File: src/rtl/prog_loader_pkg.sv
// Shared constants for the framed program loader: state codes, sync byte and
// the bit layout of the load_program word.
package prog_loader_pkg;

  typedef logic [3:0] state_t;

  // state   | meaning
  // IDLE    | waiting for SYNC, other bytes dropped
  // ADDR_HI | expecting start address high byte
  // ADDR_LO | expecting start address low byte
  // CNT_HI  | expecting word count high byte
  // CNT_LO  | expecting word count low byte
  // DATA_HI | expecting instruction high byte
  // DATA_LO | expecting instruction low byte
  // WRITE   | driving load_program strobe, input stalled
  // CHK     | expecting checksum byte (CHECKSUM_EN builds only)
  // DONE    | image loaded, CPU released
  localparam state_t ST_IDLE    = 4'd0;
  localparam state_t ST_ADDR_HI = 4'd1;
  localparam state_t ST_ADDR_LO = 4'd2;
  localparam state_t ST_CNT_HI  = 4'd3;
  localparam state_t ST_CNT_LO  = 4'd4;
  localparam state_t ST_DATA_HI = 4'd5;
  localparam state_t ST_DATA_LO = 4'd6;
  localparam state_t ST_WRITE   = 4'd7;
  localparam state_t ST_CHK     = 4'd8;
  localparam state_t ST_DONE    = 4'd9;

  localparam logic [7:0] SYNC_BYTE = 8'hA5;

  localparam int LP_WR_BIT   = 31;
  localparam int LP_ADDR_MSB = 27;
  localparam int LP_ADDR_LSB = 16;
  localparam int LP_DATA_MSB = 15;
  localparam int LP_DATA_LSB = 0;

endpackage

File: src/rtl/prog_loader_if.sv
// Byte-input and program-load output bundle of prog_loader; the loader
// uses the slave view, the byte source / CPU side the master view.
interface prog_loader_if;
  logic [7:0]  rx_data;
  logic        rx_valid;
  logic        rx_ready;
  logic [31:0] load_program;
  logic        cpu_hold;
  logic        start;
  logic        busy;
  logic        err;

  modport master (
    output rx_data, rx_valid,
    input  rx_ready, load_program, cpu_hold, start, busy, err
  );

  modport slave (
    input  rx_data, rx_valid,
    output rx_ready, load_program, cpu_hold, start, busy, err
  );
endinterface

File: src/rtl/prog_loader.sv
// Framed program-image loader: parses SYNC/addr/count/words from a byte stream,
// writes each word via load_program, then releases the CPU. Macro CHECKSUM_EN adds a trailing XOR check byte.
module prog_loader
  import prog_loader_pkg::*;
#(
  parameter int WR_HOLD = 2,
  parameter int ADDR_W  = 12,
  parameter int DATA_W  = 16
) (
  input  logic          clk,
  input  logic          reset,
  prog_loader_if.slave  bus
);

  localparam int                HOLD_W    = $clog2(WR_HOLD) + 1;
  localparam logic [HOLD_W-1:0] HOLD_LOAD = HOLD_W'(WR_HOLD - 1);

`ifdef CHECKSUM_EN
  localparam state_t ST_LAST = ST_CHK;
`else
  localparam state_t ST_LAST = ST_DONE;
`endif

  state_t              state_q, state_d;
  logic [7:0]          hi_q, hi_d;
  logic [ADDR_W-1:0]   addr_q, addr_d;
  logic [15:0]         cnt_q, cnt_d;
  logic [DATA_W-1:0]   word_q, word_d;
  logic [HOLD_W-1:0]   hold_q, hold_d;
  logic                start_q, start_d;
  logic                rx_fire;
  logic                sync_fire;
  logic [15:0]         rx_pair;

`ifdef CHECKSUM_EN
  logic [7:0]          csum_q, csum_d;
  logic                err_q, err_d;
`endif

  // Every state except WRITE consumes bytes; the source holds its byte while stalled.
  assign bus.rx_ready = !reset && (state_q != ST_WRITE);
  assign rx_fire      = bus.rx_valid && bus.rx_ready;
  assign sync_fire    = rx_fire && (bus.rx_data == SYNC_BYTE) &&
                        ((state_q == ST_IDLE) || (state_q == ST_DONE));
  assign rx_pair      = {hi_q, bus.rx_data};

  always_comb begin
    state_d = state_q;
    hi_d    = hi_q;
    addr_d  = addr_q;
    cnt_d   = cnt_q;
    word_d  = word_q;
    hold_d  = hold_q;
`ifdef CHECKSUM_EN
    csum_d  = csum_q;
    err_d   = err_q;
`endif

    case (state_q)
      ST_IDLE, ST_DONE: begin
        if (sync_fire) state_d = ST_ADDR_HI;
      end
      ST_ADDR_HI: begin
        if (rx_fire) begin
          hi_d    = bus.rx_data;
          state_d = ST_ADDR_LO;
        end
      end
      ST_ADDR_LO: begin
        if (rx_fire) begin
          addr_d  = ADDR_W'(rx_pair);
          state_d = ST_CNT_HI;
        end
      end
      ST_CNT_HI: begin
        if (rx_fire) begin
          hi_d    = bus.rx_data;
          state_d = ST_CNT_LO;
        end
      end
      ST_CNT_LO: begin
        if (rx_fire) begin
          cnt_d   = rx_pair;
          state_d = (rx_pair == 16'd0) ? ST_LAST : ST_DATA_HI;
        end
      end
      ST_DATA_HI: begin
        if (rx_fire) begin
          hi_d    = bus.rx_data;
          state_d = ST_DATA_LO;
        end
      end
      ST_DATA_LO: begin
        if (rx_fire) begin
          word_d  = DATA_W'(rx_pair);
          hold_d  = HOLD_LOAD;
          state_d = ST_WRITE;
        end
      end
      ST_WRITE: begin
        // hold_q is a down-counter; terminal count ends the strobe
        if (hold_q == '0) begin
          addr_d  = addr_q + ADDR_W'(1);
          cnt_d   = cnt_q - 16'd1;
          state_d = (cnt_q == 16'd1) ? ST_LAST : ST_DATA_HI;
        end else begin
          hold_d  = hold_q - HOLD_W'(1);
        end
      end
      ST_CHK: begin
`ifdef CHECKSUM_EN
        if (rx_fire) begin
          if (bus.rx_data == csum_q) begin
            state_d = ST_DONE;
          end else begin
            err_d   = 1'b1;
            state_d = ST_IDLE;
          end
        end
`else
        state_d = ST_IDLE;
`endif
      end
      default: state_d = ST_IDLE;
    endcase

`ifdef CHECKSUM_EN
    // Every byte between SYNC and the check byte folds into the running XOR.
    if (rx_fire && (state_q >= ST_ADDR_HI) && (state_q <= ST_DATA_LO))
      csum_d = csum_q ^ bus.rx_data;
    if (sync_fire) begin
      csum_d = '0;
      err_d  = 1'b0;
    end
`endif
  end

  assign start_d = (state_d == ST_DONE) && (state_q != ST_DONE);

  always_ff @(posedge clk) begin
    if (reset) begin
      state_q <= ST_IDLE;
      hi_q    <= '0;
      addr_q  <= '0;
      cnt_q   <= '0;
      word_q  <= '0;
      hold_q  <= '0;
      start_q <= 1'b0;
`ifdef CHECKSUM_EN
      csum_q  <= '0;
      err_q   <= 1'b0;
`endif
    end else begin
      state_q <= state_d;
      hi_q    <= hi_d;
      addr_q  <= addr_d;
      cnt_q   <= cnt_d;
      word_q  <= word_d;
      hold_q  <= hold_d;
      start_q <= start_d;
`ifdef CHECKSUM_EN
      csum_q  <= csum_d;
      err_q   <= err_d;
`endif
    end
  end

  // Strobe is decoded from state so a reset drops it on the very next cycle.
  always_comb begin
    bus.load_program = '0;
    if (state_q == ST_WRITE) begin
      bus.load_program[LP_WR_BIT]               = 1'b1;
      bus.load_program[LP_ADDR_MSB:LP_ADDR_LSB] = addr_q;
      bus.load_program[LP_DATA_MSB:LP_DATA_LSB] = word_q;
    end
  end

  assign bus.cpu_hold = (state_q != ST_DONE);
  assign bus.busy     = (state_q != ST_IDLE) && (state_q != ST_DONE);
  assign bus.start    = start_q;
`ifdef CHECKSUM_EN
  assign bus.err      = err_q;
`else
  assign bus.err      = 1'b0;
`endif

endmodule

File: src/flat_wrapper.sv
// flat-port wrapper written by rule: the top's interface ports become plain ports
module prog_loader_flat import prog_loader_pkg::*;
#(
  parameter int WR_HOLD = 2,
  parameter int ADDR_W  = 12,
  parameter int DATA_W  = 16
)
  (clk, reset, bus_rx_data, bus_rx_valid, bus_rx_ready, bus_load_program, bus_cpu_hold, bus_start, bus_busy, bus_err);
  prog_loader_if bus_i ();
  input  logic clk;
  input  logic reset;
  input wire logic [$bits(bus_i.rx_data)-1:0] bus_rx_data;
  input wire logic [$bits(bus_i.rx_valid)-1:0] bus_rx_valid;
  output wire logic [$bits(bus_i.rx_ready)-1:0] bus_rx_ready;
  output wire logic [$bits(bus_i.load_program)-1:0] bus_load_program;
  output wire logic [$bits(bus_i.cpu_hold)-1:0] bus_cpu_hold;
  output wire logic [$bits(bus_i.start)-1:0] bus_start;
  output wire logic [$bits(bus_i.busy)-1:0] bus_busy;
  output wire logic [$bits(bus_i.err)-1:0] bus_err;
  assign bus_i.rx_data = bus_rx_data;
  assign bus_i.rx_valid = bus_rx_valid;
  assign bus_rx_ready = bus_i.rx_ready;
  assign bus_load_program = bus_i.load_program;
  assign bus_cpu_hold = bus_i.cpu_hold;
  assign bus_start = bus_i.start;
  assign bus_busy = bus_i.busy;
  assign bus_err = bus_i.err;
  prog_loader #(.WR_HOLD(WR_HOLD), .ADDR_W(ADDR_W), .DATA_W(DATA_W)) u_core (.clk(clk), .reset(reset), .bus(bus_i));
endmodule
File: config.mk
export PLATFORM = sky130hd
export DESIGN_NAME = prog_loader_flat
export DESIGN_NICKNAME = d
export VERILOG_FILES = /design/src/rtl/prog_loader_pkg.sv /design/src/rtl/prog_loader_if.sv /design/src/rtl/prog_loader.sv /design/src/flat_wrapper.sv
export SDC_FILE = /design/constraint.sdc
export NUM_CORES = 1
export LEC_CHECK = 0
export CORE_MARGIN = 1.5
export CORE_UTILIZATION = 55
export CTS_CLUSTER_SIZE = 14
export DETAILED_ROUTE_END_ITERATION = 10
export GPL_ROUTABILITY_DRIVEN = 0
export GPL_TIMING_DRIVEN = 0
export PLACE_DENSITY = 0.77
export SLEW_MARGIN = 20
export SYNTH_ARGS = -nofsm -noshare
export SYNTH_HDL_FRONTEND = slang
export SYNTH_SLANG_ARGS = --single-unit
File: constraint.sdc
create_clock -name clk -period 2.1 [get_ports clk]
set_input_delay 0.315 -clock clk [delete_from_list [all_inputs] [get_ports clk]]
set_output_delay 0.315 -clock clk [all_outputs]
set_load 0.005 [all_outputs]
# Word level (Yosys, flattened, before mapping)

Cells that the tools add are included.

Register bits after elaboration: 59
Output and inout bits: 37
Word-level logic and storage cells: 72

Add/subtract/negate cells: 3
Eq/ne operators: 18
Multiplexer cells: 22
Reduce and logical (&&, ||, !) cells: 22

Operators with widths:

| operator                | count |
|---|---|
| $mux W4                 | 10 |
| $mux W16                | 2 |
| $pmux W16 S2            | 1 |
| $pmux W4 S8             | 1 |
| $mux W28                | 1 |
| $mux W12                | 2 |
| $pmux W12 S2            | 1 |
| $eq A16 B1 Y1 const B   | 1 |
| $eq A4 B3 Y1 const B    | 4 |
| $logic_not A16 Y1       | 1 |
| $sub A16 B1 Y16 const B | 1 |
| $add A12 B1 Y12 const B | 1 |
| $reduce_and A3 Y1       | 3 |
| $eq A4 B2 Y1 const B    | 2 |
| $eq A4 B4 Y1 const B    | 2 |
| $eq A8 B8 Y1 const B    | 1 |
| $ne A2 B1 Y1 const B    | 4 |
| $logic_and A1 B1 Y1     | 6 |
| $reduce_bool A2 Y1      | 3 |
| $eq A4 B1 Y1 const B    | 1 |
| $logic_not A4 Y1        | 1 |
| $mux W2                 | 2 |
| $ne A4 B3 Y1 const B    | 1 |
| $ne A4 B4 Y1 const B    | 1 |
| 11 further kinds        | 12 |

# Longest topological paths before layout

Depth after elaboration: 9
Gate-level depth with buffers: 9

# Worst setup path before layout

No wires, ideal clock.

Path kind: register to register
Start point: reg u_core.state_q[3]
End point: reg u_core.addr_q[7]
Library setup time: 0.128 ns
Arrival: 1.576 ns
Required time: 1.972 ns
Slack: 0.396 ns
Cell stages (with the launch flop): 8
Buffers on the path: 2
Clock period less this slack: 1.704 ns
Cell sequence: dfxtp_1 > buf_2 > or3b_2 > o22a_1 > buf_6 > a21o_1 > a22oi_2 > nor2_1

Longest elaborated chain between the ends: 5

RTL lines:

| element                     | line               | RTL |
|---|---|---|
| from (decl)                 | prog_loader.sv:24  | `state_t state_q, state_d;` |
| from (signal assigned)      | prog_loader.sv:154 | `state_q <= state_d;` |
| $ne A4 B3 Y1                | prog_loader.sv:41  | `assign bus.rx_ready = !reset && (state_q != ST_WRITE);` |
| $logic_and A1 B1 Y1         | prog_loader.sv:41  |  |
| $logic_and A1 B1 Y1         | prog_loader.sv:42  | `assign rx_fire = bus.rx_valid && bus.rx_ready;` |
| $ne A2 B1 Y1 (no line)      | n/a                |  |
| $reduce_and A3 Y1 (no line) | n/a                |  |
| to (signal assigned)        | prog_loader.sv:156 | `addr_q <= addr_d;` |
| to (decl)                   | prog_loader.sv:26  | `logic [ADDR_W-1:0] addr_q, addr_d;` |

Parallel ways exist; a longest one is shown, timed or not.
A chain may end at the register's enable or synchronous reset.

# Final worst setup path

Start point: reg u_core.state_q[1]
End point: out bus_load_program[8]

Longest elaborated chain between the ends: 2

RTL lines:

| element      | line               | RTL |
|---|---|---|
| $eq A4 B3 Y1 | prog_loader.sv:171 | `if (state_q == ST_WRITE) begin` |
| $mux W28     | prog_loader.sv:171 |  |
| to (decl)    | flat_wrapper.sv:15 | `output wire logic [$bits(bus_i.load_program)-1:0] bus_load_program;` |

No other way between the ends.

==> flow_summary.yaml <==
logic_synthesis:
  post_synth_instance_area_mm2: 0.00335
  unique_masters_post_synth: 64
  yosysWarnings: 0
  asyncSetResetFlopFracSynth_pct: 0
  seq_area_frac_synth_pct: 35.3
  synth-edff-count: 0
  synth_ff_type: "dfxtp_1"
  yosysTopAreaCellShare_pct: 35.3
  syn_avg_cell_area_um2: 7.66
  netlist_instances: 437
  ys_seq_elements: 59
  synthDominantAreaCellType: "dfxtp_1"
  most_area_consuming_cells_after_synthesis: "dfxtp_1 (35%), nand2_1 (8.2%), a21oi_1 (6.7%)"
sta:
  rsz0062_at_grt: "true"
  final.setup_skew_ps: 7.26
  worst_pin_slew_ps: 685
  setup_violations: 0
  report.final.hold_viol_count: 0
  slew_violations: 0
  post-route-period-util_pct: 98.3
  final_period_minus_worst_setup_slack_ps: 2060
  slew_hr_pct: 54.3
  achievable-frequency_mhz: 485
placement:
  portBuffers: 43
  placement.cell_area_mm2: 0.00388
  place_hpwl_mm: 7.02
critical_path:
  rr_worst_depth: 10
  startpoint_type: "flip-flop"
  crit_fanout: 6
  timing.critical_path.mode_cell: "buf_6"
  crit_path_max_incr_delay_ps: 330
  critPathLaunch: "u_core.state_q[1]"
  cpMaxStageDelayCell: "dfxtp_2"
  r2r-start: "u_core.state_q[1]"
  timing.critical_path.arrival_ps: 1750
  worst_setup_path_end_kind: "primary output"
  cell_by_cell_listing_of_the_critical_path: "buf_6 -> nand4b_1 -> inv_2 -> buf_6 -> buf_6 -> clkbuf_8 -> and2_1 -> dlygate4sd2_1"
  criticalPathCategory: "flip-flop to primary output"
  worstPathRequired_ps: 1780
grt:
  gr-total-overflow: 0
  global_route.usage.total_pct: 32.6
  antenna_found_initial: 0
  grt_start_max_net_pins: 29
  wire_length_of_the_first_global_routing_pass_mm: 16.0
  grt_pass1_vias: 3202
power_and_ir_drop:
  total_power_uw: 2170
  vdd_drop_max_mv: 0.361
  cellPowerDensity_mw_per_mm2: 510
  p_leak_uw: 0.00178
detailed_routing:
  totalWireLength_mm: 10.3
  drt_first_iter_violations: 402
  viasPerCell: 6.23
  drt-pass1-iter-count: 7
  dr_total_vias: 3637
  drcViolationCount: 0
  route.antenna.remaining_nets: 0
  detail_route.wl_per_cell_um: 17.7
clock_tree:
  tritoncts_clock_tree: "built"
  cts.root.buffer_cell: "clkbuf_8"
  htree_num_levels: 3
  cts_buffers: 9
  cts.reportedPaths.clkPinSlew_ps: 60
  clockBufferDepth: 2
  cts_hold_repair.buffers: 0
  clock_sink_count: 59
  clk_latency_ps: 340
cells_and_area:
  antenna-diode-count: 0
  final_layout_size_suffix_gt1_share_pct: 15.5
  fin_area_mm2: 0.00426
  synthToLayoutAreaGrowth_pct: 27.4
  fillerInstances: 486
  nNetsFinal: 520
floorplanning:
  floorplan.die_area_mm2: 0.00656
  floorplan.initialDensity_pct: 56.9
  floorplan.die.width_um: 81.0
  io_pins: 48
  dieHeight_um: 81.0
  rows: 28
  floorplan.core_area_mm2: 0.00589
min_path:
  timing.hold.worst_path_depth: 2
  worst_hold_path_type: "flip-flop to flip-flop"
  hold_start: "u_core.word_q[14]"
run:
  maxCapViolCount: 0
run_status:
  run_status: "complete, no violations"
## routing by layer
layer	wire, um	up-vias	global-route usage, %
li1	-	1690	-
met1	4240	1701	42.2
met2	4910	216	52.7
met3	895	30	5.51
met4	306	0	15.5
met5	0	-	0
## timing repair
action / CTS / global route
setup buffers: 12 / 2
hold endpoints to repair: 0 / 0
gates resized for setup: 61 / 27
pin swaps: 1 / 2
setup endpoints to repair: 32 / 33
gates cloned: 2 / 0
## where the power goes
group / leakage [uW] / switching [uW] / total (uW) / internal, uW
combinational: 0.00120 / 66.7 / 107 / 40.1
sequential: 0.000477 / 0.0863 / 1120 / 1120
clock: 0.0000953 / 433 / 948 / 515
## Yosys cell counts (all sizes together), types with 3 or more instances
cell and instances:
and3 3, o21a 4, a21oi 46, o41ai 3
and4 4, nor3 12, ha 4, clkbuf 14
nand2b 4, a32o 4, o211ai 3, a22oi 6
nand2 73, nand4 6, inv 12, nand3b 4
and2 28, nor4 7, nor2 38, o22ai 3
a311oi 3, o31ai 6, buf 17, o21ai 28
nand3 5, mux2i 9, dfxtp 59
## cell usage in the layout, fill, tap and decap left out, types with 9 or more instances in the layout
cell,Yosys,layout
a21oi_1,45,45
nor3_1,11,10
clkbuf_1,14,9
nand2_1,73,73
o21ai_0,27,27
buf_4,7,18
and2_1,28,28
mux2i_1,9,9
inv_1,12,11
clkdlybuf4s50_1,0,12
clkbuf_8,0,17
nor2_1,38,37
dlygate4sd2_1,0,18
dfxtp_1,59,55
## worst paths after layout
kind,to,slack [ps]
worst max-delay path,bus_load_program[8],40
worst min-delay path,u_core.word_q[14],450
worst min register to register,u_core.word_q[14],450
worst max register to register,u_core.bus.start,70
## worst max-delay path, delay by kind of cell (launching register included)
family | cells | cell delay (ps)
flops | 1 | 330
simple gates | 2 | 260
buf+inv | 6 | 810
## sequential cells by signal, indices dropped and copies added (netlist names)
name and count:
u_core.cnt_q 16, u_core.word_q 16, u_core.addr_q 12, u_core.hi_q 8, u_core.state_q 4, u_core.hold_q 2
u_core.bus.start 1
## cell type report
cell class | instances | area (um^2) | area share (%)
Buffer | 26 | 209 | 4.90
Clock buffer | 13 | 169 | 3.96
Clock inverter | 2 | 10.0 | 0.235
Inverter | 12 | 45.0 | 1.06
Multi-Input combinational cell | 338 | 2010 | 47.2
Sequential cell | 59 | 1190 | 27.9
Tap cell | 75 | 93.8 | 2.20
Timing Repair Buffer | 59 | 534 | 12.5
## kinds of logic (layout without fill, tap and decap cells)
kind of cell / after synthesis / count (layout) / synth area share [%]
buffers and inverters: 43 / 112 / 6.13
flip-flops: 59 / 59 / 35.3
adder cells (fa/ha/maj): 4 / 4 / 1.50
AO/OA/AOI/OAI: 120 / 120 / 22.8
AND/OR/NAND/NOR: 199 / 199 / 30.8
other: 1 / 4 / 0.112
XOR/XNOR: 1 / 1 / 0.262
multiplexers: 10 / 10 / 3.03
## per-stage QoR
stage / setup TNS [ps] / instances / utilization [%] / hold slack (ps) / worst slack, ps
after floorplan: 0 / 440 / - / 432 / 396
after global placement: -8140 / 558 / 66.0 / 438 / -483
after detailed placement: -11240 / 558 / 66.0 / 443 / -468
after CTS: 0 / 583 / 71.7 / 451 / 14.6
after global routing: -52.4 / 584 / 72.4 / 470 / -20.9
final: 0 / 584 / 72.4 / 450 / 36.6
No activity file was read; power rests on OpenSTA's default activity.
